File: config.mk
export PLATFORM = sky130hd
export DESIGN_NAME = vga_capture
export DESIGN_NICKNAME = d
export VERILOG_FILES = /design/src/rtl/vga_capture.sv
export SDC_FILE = /design/constraint.sdc
export NUM_CORES = 1
export LEC_CHECK = 0
export CORE_ASPECT_RATIO = 0.6
export CORE_MARGIN = 2
export CORE_UTILIZATION = 41
export DETAILED_ROUTE_END_ITERATION = 10
export GPL_TIMING_DRIVEN = 1
export PLACE_DENSITY = 0.77
export SYNTH_ARGS = -nofsm -noshare
export SYNTH_HDL_FRONTEND = slang
export SYNTH_SLANG_ARGS = --single-unit
File: constraint.sdc
create_clock -name clk -period 2.1 [get_ports clk]
set_input_delay 0.315 -clock clk [delete_from_list [all_inputs] [get_ports clk]]
set_output_delay 0.315 -clock clk [all_outputs]
set_load 0.01 [all_outputs]
File: src/rtl/vga_capture.sv
// Captures the top-left H_CAP x V_CAP window of one incoming VGA frame per start
// command and emits RGB444 frame-buffer write strokes at address y*H_CAP + x.
module vga_capture #(
  parameter int H_CAP  = 512,
  parameter int V_CAP  = 256,
  parameter int ADDR_W = 17
) (
  input  logic              clk,
  input  logic              rst_n,
  input  logic              start,
  input  logic              pix_en,
  input  logic              vid_hs,
  input  logic              vid_vs,
  input  logic              vid_de,
  input  logic [7:0]        vid_r,
  input  logic [7:0]        vid_g,
  input  logic [7:0]        vid_b,
  output logic              we,
  output logic [ADDR_W-1:0] waddr,
  output logic [11:0]       wdata,
  output logic              busy,
  output logic              done,
  output logic              frame_err,
  output logic [1:0]        dbg_state
);

  localparam int XW = $clog2(H_CAP);
  localparam int YW = $clog2(V_CAP);

  typedef enum logic [1:0] {IDLE, WAIT_VS, CAPTURE, DONE} state_t;
  state_t state, state_nx;

  logic          vs_q, de_q, hs_seen, line_seen;
  logic [XW:0]   x;
  logic [YW:0]   y;
  logic [YW:0]   y_inc, y_after;
  logic          vs_start, de_rise, de_fall;
  logic          in_cap, x_in, y_in, line_end, pix_wr, hs_err;
  logic          unused_low;

  // Stream interface: every input is a sample only on cycles with pix_en high.
  assign vs_start = pix_en & vs_q & ~vid_vs;
  assign de_rise  = pix_en & ~de_q & vid_de;
  assign de_fall  = pix_en & de_q & ~vid_de;

  assign in_cap   = (state == CAPTURE);
  assign x_in     = ~x[XW];
  assign y_in     = ~y[YW];
  assign y_inc    = y_in ? y + 1'b1 : y;
  assign line_end = in_cap & de_fall;
  // A line end coinciding with VS start is accounted for before the VS start.
  assign y_after  = line_end ? y_inc : y;
  assign pix_wr   = in_cap & pix_en & vid_de & x_in & y_in;
  assign hs_err   = in_cap & de_rise & line_seen & hs_seen == 1'b0 & vid_hs;

  assign busy      = (state == WAIT_VS) | (state == CAPTURE);
  assign done      = (state == DONE);
  assign dbg_state = state;
  assign unused_low = ^{vid_r[3:0], vid_g[3:0], vid_b[3:0]};

  always_comb begin
    state_nx = state;
    case (state)
      IDLE:    if (start) state_nx = WAIT_VS;
      WAIT_VS: if (vs_start) state_nx = CAPTURE;
      CAPTURE: if ((line_end & y_inc[YW]) | vs_start) state_nx = DONE;
      DONE:    state_nx = IDLE;
      default: state_nx = IDLE;
    endcase
  end

  always_ff @(posedge clk or negedge rst_n) begin
    if (!rst_n) state <= IDLE;
    else        state <= state_nx;
  end

  always_ff @(posedge clk or negedge rst_n) begin
    if (!rst_n) begin
      vs_q    <= 1'b0;
      de_q    <= 1'b0;
      hs_seen <= 1'b0;
    end else if (pix_en) begin
      vs_q    <= vid_vs;
      de_q    <= vid_de;
      hs_seen <= ~vid_hs | (hs_seen & ~de_fall);
    end
  end

  always_ff @(posedge clk or negedge rst_n) begin
    if (!rst_n) begin
      x         <= '0;
      y         <= '0;
      line_seen <= 1'b0;
    end else if (state == WAIT_VS && vs_start) begin
      x         <= '0;
      y         <= '0;
      line_seen <= 1'b0;
    end else if (in_cap && pix_en) begin
      if (vid_de && x_in) x <= x + 1'b1;
      if (de_fall) begin
        x         <= '0;
        y         <= y_inc;
        line_seen <= 1'b1;
      end
    end
  end

  always_ff @(posedge clk or negedge rst_n) begin
    if (!rst_n) begin
      frame_err <= 1'b0;
    end else if (state == IDLE && start) begin
      frame_err <= 1'b0;
    end else if (in_cap) begin
      if ((line_end & y_in & x_in) | hs_err | (vs_start & ~y_after[YW]))
        frame_err <= 1'b1;
    end
  end

  // Address and data only move with a write, so they hold while we is low.
  always_ff @(posedge clk or negedge rst_n) begin
    if (!rst_n) begin
      we    <= 1'b0;
      waddr <= '0;
      wdata <= '0;
    end else begin
      we <= pix_wr;
      if (pix_wr) begin
        waddr <= {y[YW-1:0], x[XW-1:0]};
        wdata <= {vid_r[7:4], vid_g[7:4], vid_b[7:4]};
      end
    end
  end

endmodule

==> impl_results.md, run 1 <==
* Layout cell share with drive strength beyond 1 at between 10% and 20%
* Post-Syn Instances at 225
* Yosys synthesis warning count at 0
* Fill cells at around 590
* Post-synth EDFFs at 0
* Count of cell types in the netlist at a little over 50
* Hold WS at ~500 ps
* Post-Syn Nets at 262
* Skew-Pair Late Insertion Delay at slightly below 300 ps
* Max Fclk at 0.501 GHz
* Top cell type's share of synthesized area at between 40% and 50%
* Final Critical Period at about 2000 ps
* Clk pwr share at approximately a fifth
* CTS tree: done
* Slowest-stage cell, CP: clkdlybuf4s50_1
* Synth cell count leaders: 56 x dfrtp_1, 29 x mux2_4, 16 x nand2_1
* # diodes at 0
* Seq pwr share at about 39%
* Largest net degree at the start of global routing at 24
* PwrDens at 1080 mW/mm2
* Final Hold Fails at 0
* Syn Area/Cell at between 10 and 15 um2
* Slowest cell delay on critical path at about 540 ps
* Slew @ Worst Pin at 474 ps
* CP delay by family, top: buffers and inverters
* Hold path start: hs_seen$_DFFE_PN0P_
* RePlAce Congestion at a little under 0.9
* Worst Skew at roughly 4.4 ps
* Placed cell area at ~0.0034 mm2
* Switching share of power at a little under a third
* R2r startpoint: dbg_state[0]$_DFFE_PN0P_
* Top-count cell post-synth: dfrtp_1
* Worst min path class: reg -> reg
* Routed Antenna Nets at 0
* Final setup fails at 0
* Max-Cap Viols at 0
* DR pass1 iterations at 4
* Crit Path Category: reg -> out
* Setup crit start: dbg_state[0]$_DFFE_PN0P_
* DR vias at around 2,000
* Ports at 66
* Register area share after synthesis at between 40% and 50%
* Cell Area, Synth at 0.00280 mm2
* WP buf/inv at 2
* Req. time, crit path at roughly 1800 ps
* Setup TNS at 0 ps
* Clk sinks at 56
* Routed wire length at around 5.8 mm
* P_sw at ~1.2 mW
* Per-cell routed wire length at 15.6 um
* CTS buffer count at 5
* DP Wirelength at between 4 and 5 mm
* Largest cells by area after synthesis: dfrtp_1 50%, mux2_4 16%, ha_1 2.7%
* Crit-path max FO at 5
* Post-route cell area at roughly 0.0036 mm2
* First-pass GRT wire length at about 9.7 mm
* Antenna violations before repair at 0
* CTS root buffer: clkbuf_16
* DRC marker count from the first detailed-route iteration at roughly 110
* Leak at roughly 1.6 nW
* Fin. max-slew vios at 0
* Fin crit share at between 90% and 100%
* Vias in the first global route at 1,935
* H-Tree Depth at 2
* Most common flop cell mapped by yosys: dfrtp_1
* Via density at 5.19
* Yosys top cell by area: dfrtp_1
* Internal at 2.67 mW
* Die H at a little under 70 um
* Die W at 111 um
* CORE AREA at ~0.0066 mm2
* Outcome: completed
* CP startpoint kind: flop
* Slew headroom at 68.4%
* Crit-path cells: inv_1, ha_1, clkdlybuf4s50_1
* Initial Util at between 40% and 50%
* Asr flop ratio synth at 100%
* Drt drc at 0
* Synth-to-Final Area Change at 28.6%
* Combinational share of power at ~39%
* GRT Residual Overflow at 0
* CTS clk-pin slew, worst paths at approximately 70 ps
* Clk buf depth at 2
* # rows at 23
* Die Footprint at about 0.0075 mm2
* RSZ-0062 raised after global routing: no
* #FFs+latches synth at 56
* Arrival time at the worst endpoint at 1680 ps
* CP Capture Type: output pin
* Gr usage total at about 16%
* Nets at ~320
* Worst VDD drop at between 0.5 and 0.6 mV
* IO buf count at between 50 and 60
## kinds of logic after synthesis
logic type / synth area share (%)
compound gates: 9.46
xor+xnor: 2.19
fa+ha+maj: 2.68
buf+inv: 4.02
flops: 50.0
mux: 16.3
simple gates: 15.4
## metrics by stage
step | std cells | worst slack [ps] | total power, mW | util (%)
after detailed placement | 366 | 107 | 3.08 | 51.9
after floorplan | 225 | 242 | 2.39 | -
final | 375 | 104 | 3.88 | 54.2
after global routing | 375 | 27.0 | 4.13 | 54.2
after global placement | 366 | 139 | 3.02 | 51.9
after CTS | 375 | 87.9 | 3.92 | 54.2
## metal layers
layer | up-vias | GRT usage, % | part of all wire (%)
met5 | - | 0 | 0
met2 | 74 | 25.5 | 41
li1 | 934 | - | -
met1 | 932 | 23.1 | 52
met3 | 5 | 4.16 | 6.1
met4 | 0 | 4.38 | 0.67
## area by class of cell
type	count	area (um2)	share of cell area [%]
Inverter	6	22.5	0.625
Clock inverter	3	21.3	0.590
Sequential cell	56	1400	38.9
Tap cell	87	109	3.02
Clock buffer	5	125	3.47
Timing Repair Buffer	64	636	17.6
Multi-Input combinational cell	154	1290	35.8
## worst paths after layout
kind / endpoint / slack (ps) / depth (start not counted)
setup / recovery: busy / 100 / 3
hold / removal: hs_seen$_DFFE_PN0P_ / 500 / 2
setup reg to reg: x[5]$_DFFE_PN0P_ / 240 / 7
hold reg to reg: hs_seen$_DFFE_PN0P_ / 500 / 2
max in group asynchronous: x[2]$_DFFE_PN0P_ / 940 / 3
min in group asynchronous: wdata[1]$_DFFE_PN0P_ / 520 / 2
## cell usage in the layout, fill, tap and decap left out, types with 3 or more instances in the layout
cell type        count
a21oi_1              4
ha_1                 6
nand3_1              8
and3_1               3
a211oi_1             3
o21ai_1              4
dfrtp_1             56
o21ai_0              6
a31oi_1              3
inv_1                6
o31a_1               3
buf_4                8
clkbuf_16            5
xor2_1               3
o21a_1               3
nor2_1              15
nor3b_1              4
nand3b_1             3
xnor2_1              4
mux2_4              29
clkdlybuf4s50_1     52
nand2_1             16
nand4_1              4
## sequential cells by signal, summed over array words and instances (netlist names)
name and flops:
x 10, dbg_state 2, we 1, waddr 17, wdata 12, y 9
hs_seen 1, de_q 1, vs_q 1, frame_err 1, line_seen 1
## power groups by stage
| stage | registers [mW] | clock network, mW | logic, mW |
|---|---|---|---|
| floorplan | 1.61 | 0 | 0.774 |
| global placement | 1.53 | 0 | 1.49 |
| detailed placement | 1.55 | 0 | 1.53 |
| CTS | 1.53 | 0.847 | 1.54 |
| global route | 1.57 | 0.905 | 1.66 |
| finish | 1.53 | 0.827 | 1.53 |
## worst min-delay path: stages, from the launching register on
cell and delay (ps):
dfrtp_1 350, nand2_1 50, o21ai_0 60
## timing repair
item                                   4_1_cts  5_1_grt
setup buffers                                0        0
hold buffers                                 1        0
endpoints found under the hold margin       21        0
gates resized for setup                      0        0
Note: power is estimated with default switching activity, not from simulation.
==> run 2, diff against run 1 <==
--- a/config.mk
+++ b/config.mk
@@ -6,11 +6,12 @@
 export NUM_CORES = 1
 export LEC_CHECK = 0
 export CORE_ASPECT_RATIO = 0.6
-export CORE_MARGIN = 2
+export CORE_MARGIN = 5
 export CORE_UTILIZATION = 41
 export DETAILED_ROUTE_END_ITERATION = 10
+export DONT_BUFFER_PORTS = 1
 export GPL_TIMING_DRIVEN = 1
-export PLACE_DENSITY = 0.77
+export PLACE_DENSITY = 0.64
 export SYNTH_ARGS = -nofsm -noshare
 export SYNTH_HDL_FRONTEND = slang
 export SYNTH_SLANG_ARGS = --single-unit
==> impl_results.md, run 2 (synthesis gave the netlist of run 1 again) <==
* Setup WS post-layout at 218 ps (+114 ps)
* Die H at 74.1 um (+8.8%)
* Post-place setup slack at 216 ps (+109 ps)
* CTS buffer count at 5 (unchanged)
* WP buf/inv at 1 (-1)
* Die W at 117 um (+5.4%)
* Met2 wire len at 2.28 mm (-5.6%)
* Crit-path cells: ha_1, buf_4, nand2_2, o31ai_4, nand2_1, o31ai_1
* Met3 wire len at 523 um (+46%)
* Max-Cap Viols at 0 (unchanged)
* Skew-Pair Late Insertion Delay at 290 ps (about the same)
* Synth-to-Final Area Change at 9.19%
* # rows at 23 (unchanged)
* Req. time, crit path at 2300 ps (+520 ps)
* First-pass GRT wire length at 8.80 mm (-9.1%)
* CTS root buffer: clkbuf_16
* Hold EP: de_q$_DFFE_PN0P_
* R2r startpoint: dbg_state[1]$_DFFE_PN0P_
* PwrDens at 1130 mW/mm2 (+5.3%)
* Routed Antenna Nets at 0 (unchanged)
* CP Capture Type: flop
* Worst min path class: in -> reg
* Outcome: completed
* IO buf count at 0 (-100%)
* Die Footprint at 0.00865 mm2 (+15%)
* Commonest non-fill, non-tap cell in the layout: dfrtp_1
* CP startpoint kind: flop
* Final setup fails at 0 (unchanged)
* Worst Skew at 5.32 ps (+0.885 ps)
* Final Critical Period at 1880 ps (-114 ps)
* Top reg by flops: waddr
* Leak at 1.39 nW (-13%)
* CORE AREA at 0.00665 mm2 (unchanged)
* Largest register FFs at 17 (unchanged)
* Slew headroom at 73.1% (+4.7 points)
* Worst r2r path cells at 6 (-1)
* FF-to-FF End: x[5]$_DFFE_PN0P_
* CP delay by family, top: compound AO/OA/AOI/OAI gates
* Ports at 66 (unchanged)
* Layout cell share with drive strength beyond 1 at 22.5% (+2.7 points)
* DP Wirelength at 3.91 mm (-11%)
* Clk sinks at 56 (unchanged)
* Hold path start: pix_en
* GRT Residual Overflow at 0 (unchanged)
* Slew @ Worst Pin at 399 ps (-75.0 ps)
* Final Hold Fails at 0 (unchanged)
* Fill cells at 587 (-0.68%)
* Vias in the first global route at 1,637 (-15%)
* Most frequent cells in the layout: 56 x dfrtp_1, 29 x mux2_4, 16 x nand2_1
* Gr usage total at 12.9% (-3.4 points)
* Register area at 0.00140 mm2 (unchanged)
* Routed wire length at 5.55 mm (-5.0%)
* R2r setup slk at 220 ps (-20 ps)
* RSZ-0062 raised after global routing: no
* DRC marker count from the first detailed-route iteration at 110 (+2.8%)
* Max Used Layer: met4
* CTS clk-pin slew, worst paths at 80 ps (about the same)
* Antenna violations before repair at 0 (unchanged)
* # diodes at 0 (unchanged)
* Arrival time at the worst endpoint at 2080 ps (+400 ps)
* Crit Path Category: reg -> reg
* Met1 wire length at 2.73 mm (-9.8%)
* Slowest cell delay on critical path at 450 ps (-90 ps)
* DR vias at 1,703 (-12%)
* Largest net degree at the start of global routing at 57 (+140%)
* H-Tree Depth at 2 (unchanged)
* Fin. max-slew vios at 0 (unchanged)
* RePlAce Congestion at 0.806 (-7.1%)
* Nets at 267 (-18%)
* Slowest-stage cell, CP: dfrtp_1
* Max Fclk at 0.531 GHz (+6.0%)
* Via density at 5.36 (+3.3%)
* Top flop regs: waddr x17, wdata x12, x x10
* Setup TNS at 0 ps (unchanged)
* DR pass1 iterations at 4 (unchanged)
* Fin crit share at 89.6% (-5.4 points)
* CTS tree: done
* Drt drc at 0 (unchanged)
* Area occupied by multi-input gates at 0.00129 mm2 (unchanged)
* Hold Path Depth at 1 (-1)
* Per-cell routed wire length at 17.5 um (+12%)
* Worst VDD drop at 0.569 mV (-2.7%)
* Initial Util at 42.2% (unchanged)
* Crit-path max FO at 5 (unchanged)
* Post-CTS Setup Bufs at 0 (unchanged)
* Clk buf depth at 2 (unchanged)
==> run 2: final cells by class <==
| class | count | share of cell area (%) |
|---|---|---|
| sequential | 56 | 45.8 |
| tap | 87 | 3.56 |
| clock buffer | 5 | 4.09 |
| multi-input combinational | 154 | 42.1 |
| clock inverter | 3 | 0.858 |
| inverter | 6 | 0.736 |
| timing repair buffer | 7 | 2.86 |
==> run 2: metrics by stage <==
step,cells,power (mW),hold WS [ps],util (%),cell area (um2)
floorplan,225,2.39,19.4,-,2800
global placement,308,2.59,20.8,43.2,2870
detailed placement,308,2.61,20.8,43.2,2870
CTS,318,3.51,122,46.1,3060
global route,318,3.67,142,46.1,3060
finish,318,3.47,124,46.1,3060
==> run 2: worst max path at each step <==
stage / end / cells after the start / from / slack (ps)
floorplan: waddr[10]$_DFFE_PN0P_ / 6 / dbg_state[0]$_DFFE_PN0P_ / 240
global placement: wdata[9]$_DFFE_PN0P_ / 5 / dbg_state[1]$_DFFE_PN0P_ / 250
detailed placement: x[5]$_DFFE_PN0P_ / 6 / dbg_state[1]$_DFFE_PN0P_ / 220
CTS: x[5]$_DFFE_PN0P_ / 6 / dbg_state[1]$_DFFE_PN0P_ / 180
global route: x[7]$_DFFE_PN0P_ / 6 / dbg_state[1]$_DFFE_PN0P_ / 60
finish: x[5]$_DFFE_PN0P_ / 6 / dbg_state[1]$_DFFE_PN0P_ / 220
==> run 2: layer usage <==
| metal | up-vias | GRT usage [%] |
|---|---|---|
| met5 | - | 0 |
| li1 | 822 | - |
| met4 | 0 | 2.29 |
| met2 | 51 | 18.3 |
| met1 | 828 | 19.0 |
| met3 | 2 | 4.96 |
==> run 2: what timing repair did <==
item,in CTS,in global routing
hold buffers,2,0
gates resized for setup,0,0
hold endpoints to repair,56,0
==> run 2: report_power, final <==
part | internal (mW) | leakage (nW) | switching, mW
clock network | 0.452 | 0.0744 | 0.407
logic | 0.519 | 0.585 | 0.453
registers | 1.34 | 0.730 | 0.304
==> run 3, diff against run 2 <==
--- a/config.mk
+++ b/config.mk
@@ -8,6 +8,7 @@
 export CORE_ASPECT_RATIO = 0.6
 export CORE_MARGIN = 5
 export CORE_UTILIZATION = 41
+export CTS_CLUSTER_SIZE = 10
 export DETAILED_ROUTE_END_ITERATION = 10
 export DONT_BUFFER_PORTS = 1
 export GPL_TIMING_DRIVEN = 1
==> results of run 3 <==
No change in the layout: final DEF, timing and power equal those of run 2.
